`config.mk`:
```
export PLATFORM = sky130hd
export DESIGN_NAME = ula_operand_sequencer
export DESIGN_NICKNAME = d
export VERILOG_FILES = /design/src/rtl/ula_operand_sequencer.sv
export SDC_FILE = /design/constraint.sdc
export NUM_CORES = 1
export LEC_CHECK = 0
export CORE_AREA = 2 2 76 63
export CTS_CLUSTER_SIZE = 40
export DETAILED_ROUTE_END_ITERATION = 7
export DIE_AREA = 0 0 78 65
export PLACE_DENSITY = 0.87
export REMOVE_ABC_BUFFERS = 1
export SETUP_SLACK_MARGIN = 0.05
export SKIP_LAST_GASP = 1
export SYNTH_ARGS = -nofsm -noshare
export SYNTH_HDL_FRONTEND = slang
export SYNTH_SLANG_ARGS = --single-unit
export TNS_END_PERCENT = 1
```
`constraint.sdc`:
```
create_clock -name clk -period 2.9 [get_ports clk]
set_clock_uncertainty 0.05 [all_clocks]
set_input_delay 0.58 -clock clk [delete_from_list [all_inputs] [get_ports clk]]
set_output_delay 0.58 -clock clk [all_outputs]
set_load 0.01 [all_outputs]
```
`src/rtl/ula_operand_sequencer.sv`:
```
`default_nettype none
// ============================================================================
//  Module      : ula_operand_sequencer
//  Description : Collects operand A, operand B and a 3-bit opcode, one after
//                another, from a shared switch bus. Each capture is triggered
//                by a press of a raw load button. Once all three are held,
//                presents them as a complete operation with a valid level
//                and a one-cycle start pulse.
//
//  Ports
//    clk      in   system clock, rising edge
//    rst_n    in   asynchronous active-low reset
//    data_in  in   shared switch bus (WIDTH)
//    load     in   raw push-button level, asynchronous, active high
//    clear    in   synchronous abort, active high
//    A, B     out  registered operands (WIDTH)
//    Opcode   out  registered opcode, low 3 bits of data_in
//    valid    out  high while A/B/Opcode form a complete operation
//    start    out  one-cycle pulse when an operation becomes complete
//    phase    out  current sequencer state, for status LEDs
//
//  Revision    : 1.0  initial release
// ============================================================================
module ula_operand_sequencer #(
  parameter int WIDTH   = 8,
  parameter int HOLDOFF = 1000000
) (
  input  logic             clk,
  input  logic             rst_n,
  input  logic [WIDTH-1:0] data_in,
  input  logic             load,
  input  logic             clear,
  output logic [WIDTH-1:0] A,
  output logic [WIDTH-1:0] B,
  output logic [2:0]       Opcode,
  output logic             valid,
  output logic             start,
  output logic [1:0]       phase
);

  // A HOLDOFF of 0 would give a zero-width counter; keep at least one bit.
  localparam int c_hold_w = (HOLDOFF < 1) ? 1 : $clog2(HOLDOFF + 1);

  typedef enum logic [1:0] {
    WAIT_A  = 2'd0,
    WAIT_B  = 2'd1,
    WAIT_OP = 2'd2,
    READY   = 2'd3
  } state_t;

  logic                r_s1;
  logic                r_s2;
  logic                r_s2_d;
  logic [c_hold_w-1:0] r_hold_cnt;
  state_t              r_state;
  logic [WIDTH-1:0]    r_a;
  logic [WIDTH-1:0]    r_b;
  logic [2:0]          r_opcode;
  logic                r_valid;
  logic                r_start;

  logic                w_edge;
  logic                w_evt;

  // Button synchroniser plus one delay stage for rising-edge detection.
  always_ff @(posedge clk or negedge rst_n) begin
    if (!rst_n) begin
      r_s1   <= 1'b0;
      r_s2   <= 1'b0;
      r_s2_d <= 1'b0;
    end else begin
      r_s1   <= load;
      r_s2   <= r_s1;
      r_s2_d <= r_s2;
    end
  end

  assign w_edge = r_s2 & ~r_s2_d;
  // Edges seen while the hold-off window is open are dropped, not queued.
  assign w_evt  = w_edge & (r_hold_cnt == '0);

  // Hold-off window; an event swallowed by clear still restarts it.
  always_ff @(posedge clk or negedge rst_n) begin
    if (!rst_n) begin
      r_hold_cnt <= '0;
    end else if (w_evt) begin
      r_hold_cnt <= c_hold_w'(HOLDOFF);
    end else if (r_hold_cnt != '0) begin
      r_hold_cnt <= r_hold_cnt - c_hold_w'(1);
    end
  end

  always_ff @(posedge clk or negedge rst_n) begin
    if (!rst_n) begin
      r_state  <= WAIT_A;
      r_a      <= '0;
      r_b      <= '0;
      r_opcode <= '0;
      r_valid  <= 1'b0;
      r_start  <= 1'b0;
    end else begin
      r_start <= 1'b0;
      if (clear) begin
        r_state  <= WAIT_A;
        r_a      <= '0;
        r_b      <= '0;
        r_opcode <= '0;
        r_valid  <= 1'b0;
      end else if (w_evt) begin
        case (r_state)
          WAIT_A: begin
            r_a     <= data_in;
            r_state <= WAIT_B;
          end
          WAIT_B: begin
            r_b     <= data_in;
            r_state <= WAIT_OP;
          end
          WAIT_OP: begin
            r_opcode <= data_in[2:0];
            r_valid  <= 1'b1;
            r_start  <= 1'b1;
            r_state  <= READY;
          end
          READY: begin
            // Next operation begins; B and Opcode keep their old values
            // until they are overwritten by their own load events.
            r_a     <= data_in;
            r_valid <= 1'b0;
            r_state <= WAIT_B;
          end
          default: r_state <= WAIT_A;
        endcase
      end
    end
  end

  assign A      = r_a;
  assign B      = r_b;
  assign Opcode = r_opcode;
  assign valid  = r_valid;
  assign start  = r_start;
  assign phase  = r_state;

endmodule
`default_nettype wire

```
==> flow_summary.toml <==
[floorplan]
num_io_pins = 35
die_x_um = 78
coreArea_um2 = 4404
num_rows = 22
start_util_pct = 50.48
die_h_um = 65
dieArea_um2 = 5070

[routing]
drt-total-wl_um = 4999
drt_iter0_markers = 281
dr.pass1.iters = 4
via_count = 1838
vias_per_cell = 5.891
drtAntennaViolNets = 0
route.detailed.drc = 0
route.detailed.wl_per_inst_um = 16.02

[timing]
final_max_slew_viol_count = 0
timing.final.crit_share_pct = 83.28
fmax_ghz = 0.4141
worstMarginPinSlew_ns = 0.9851
slew_headroom_pct = 34.33
finalSetupViolCount = 0
finalSetupTns_ns = 0
hold_viol = 0
rsz0062_at_grt = "false"
fin_crit_ns = 2.415

[logic_synthesis]
yosys.area_share.simple_pct = 19.92
synth_largest_area_cell = "dfrtp_1"
ys_top_cells_by_area = "dfrtp_1 (52%), nand4_1 (6.2%), o21ai_0 (4.5%)"
synth_xor_area_share_pct = 3.939
synthAdderAreaFrac_pct = 2.251
synth_seq_cells = 46
synth_cell_types = 43
yosysWarnings = 0
ys.flop_type = "dfrtp_1"
yosys.area.top_type_share_pct = 51.77
avgSynthCellArea_um2 = 10.11
muxShareOfSynthArea_pct = 2.757
ys_seq_area_share_pct = 51.77
async_flop_share_pct = 100.0
synth_edf_count = 0
synth_cells = 220
synth_top_family_by_area = "simple AND/OR/NAND/NOR gates"
synth_common_cells = "dfrtp_1 (46), nand4_1 (22), o21ai_0 (20), a21oi_1 (19), nor2_1 (10)"
synth_compound_area_share_pct = 15.42
synthesis.area_um2 = 2223
yosysMostFrequentCell = "dfrtp_1"

[worst_setup_path]
cp-start-kind = "register"
crit_chain = "or4_1 > or4_4 > nor3_2 > o31ai_1"
worstSetupPathType = "reg -> reg"
timing.critical_path.buf_inv = 0
worstSetupEndpointType = "register"
worstPathArrival_ns = 2.56
worstPathRequired_ns = 3.04
cpMaxStageDelayCell = "or4_4"
slowest_delay_ns = 0.74
cp_max_fo = 30
cp_top_family = "simple AND/OR/NAND/NOR gates"

[finish]
final_nets = 267
area_growth_syn_to_layout_pct = 21.44
final_area_um2 = 2700
postLayoutCoreUtil_pct = 61.31
drive_above_1_share_pct = 7.937
n_antenna_cell = 0
fin_cells = 312

[power]
leakagePower_nw = 1.055
p_int_uw = 979.1
vdd_drop_max_mv = 0.3304
pwr-share-seq_pct = 59.4
powerDensity_nw_per_um2 = 502.9
p_switching_uw = 378.7
clkPwrFrac_pct = 29.5
power_frac_comb_pct = 11.0
power_switching_share_pct = 27.89

[clock_tree]
cts_htree_levels = 2
numCtsBuffers = 5
post_cts_resized = 0
cts_tree = "done"
clkLatencyLatePin_ns = 0.30
clk_pin_slew_ns = 0.08
cts_hold_buf = 0
clock_sinks = 46
cts_setup_buffers = 0
cts_root_buf = "clkbuf_8"
cts_buffer_depth = 2

[global_routing]
track_usage_pct = 21.83
grt_pass1_wl_um = 8652
antenna_found_initial = 0
grt_max_degree = 47
overflow = 0
first_global_vias = 1870

[hold_path]
hp-class = "reg -> reg"

[place]
port_buffers = 34
dp_hpwl_um = 3290
placed_cells = 304
dpl_cell_area_um2 = 2609
finalWeightedCongestion = 0.8486

[status]
status = "complete, no violations"

[job]
max_cap_viol_count = 0
[cell type report]
cell class	count	area (um^2)
clock inverter	1	5.005
tap	60	75.07
clock buffer	7	86.33
multi-input combinational	154	991.0
inverter	5	18.77
sequential	46	1151
fill	376	1704
timing repair buffer	39	372.9
[layer usage]
layer  global-route usage (%)  wire, um  share of wire (%)  up-vias
met2                    31.14      2255                 45       76
li1                         -         -                  -      875
met5                        0         0                  0        -
met4                    12.28       111                2.2        0
met3                    5.850       393                7.9       14
met1                    30.22      2238                 45      873
[kinds of logic after synthesis]
kind of cell | count (synthesis)
multiplexers | 6
adder cells (fa/ha/maj) | 4
buffers and inverters | 20
AND/OR/NAND/NOR | 75
flip-flops | 46
XOR/XNOR | 10
AO/OA/AOI/OAI | 59
[placed cells by master (no fill, tap or decap), drive strengths merged, types with 2 or more instances in the layout]
master         count
dfrtp             46
clkdlybuf4s50     33
o21ai             23
nand4             22
a21oi             19
nor2              10
nand2b             9
xnor2              7
clkbuf             7
nor4               6
nor3               6
buf                6
inv                5
nand2              5
mux2i              5
nand3              4
ha                 4
or4                4
o211ai             3
xor2               3
a211oi             3
or2                2
nor2b              2
and3               2
[metrics by stage]
step | total power [mW] | hold WS [ns] | setup slack (ns)
floorplan | 0.8901 | 0.2344 | -1.120
global placement | 0.9562 | 0.2880 | 0.5820
detailed placement | 0.9649 | 0.2928 | 0.5259
CTS | 1.363 | 0.3119 | 0.5131
global route | 1.414 | 0.3139 | 0.3292
finish | 1.358 | 0.3086 | 0.4849
[power by group through the flow]
stage	clock network [mW]	logic (mW)	registers, mW
after floorplan	0	0.0962	0.794
after global placement	0	0.145	0.811
after detailed placement	0	0.150	0.815
after CTS	0.406	0.151	0.806
after global routing	0.424	0.169	0.821
final	0.401	0.150	0.807
[flip-flops by register name, summed over array words and instances (netlist names)]
signal	cells
r_s2_d	1
phase	2
Opcode	3
r_s2	1
r_s1	1
B	8
start	1
A	8
r_hold_cnt	20
valid	1
[worst paths after layout]
kind	start	end	slack, ns	cells past startpoint
setup / recovery	r_hold_cnt[4]$_DFFE_PN0P_	r_hold_cnt[9]$_DFFE_PN0P_	0.48	4
hold / removal	r_s1$_DFF_PN0_	r_s2$_DFF_PN0_	0.31	0
setup reg to reg	r_hold_cnt[4]$_DFFE_PN0P_	r_hold_cnt[9]$_DFFE_PN0P_	0.48	4
hold reg to reg	r_s1$_DFF_PN0_	r_s2$_DFF_PN0_	0.31	0
max in group asynchronous	rst_n	r_hold_cnt[19]$_DFFE_PN0P_	1.81	1
min in group asynchronous	rst_n	r_hold_cnt[7]$_DFFE_PN0P_	0.38	1
[worst reg2reg max path, cell delays in order, from the launching register on]
cell     delay, ns
dfrtp_1       0.43
or4_1         0.66
or4_4         0.74
nor3_2        0.32
o31ai_1       0.11
Power figures use the tool's default switching activity.
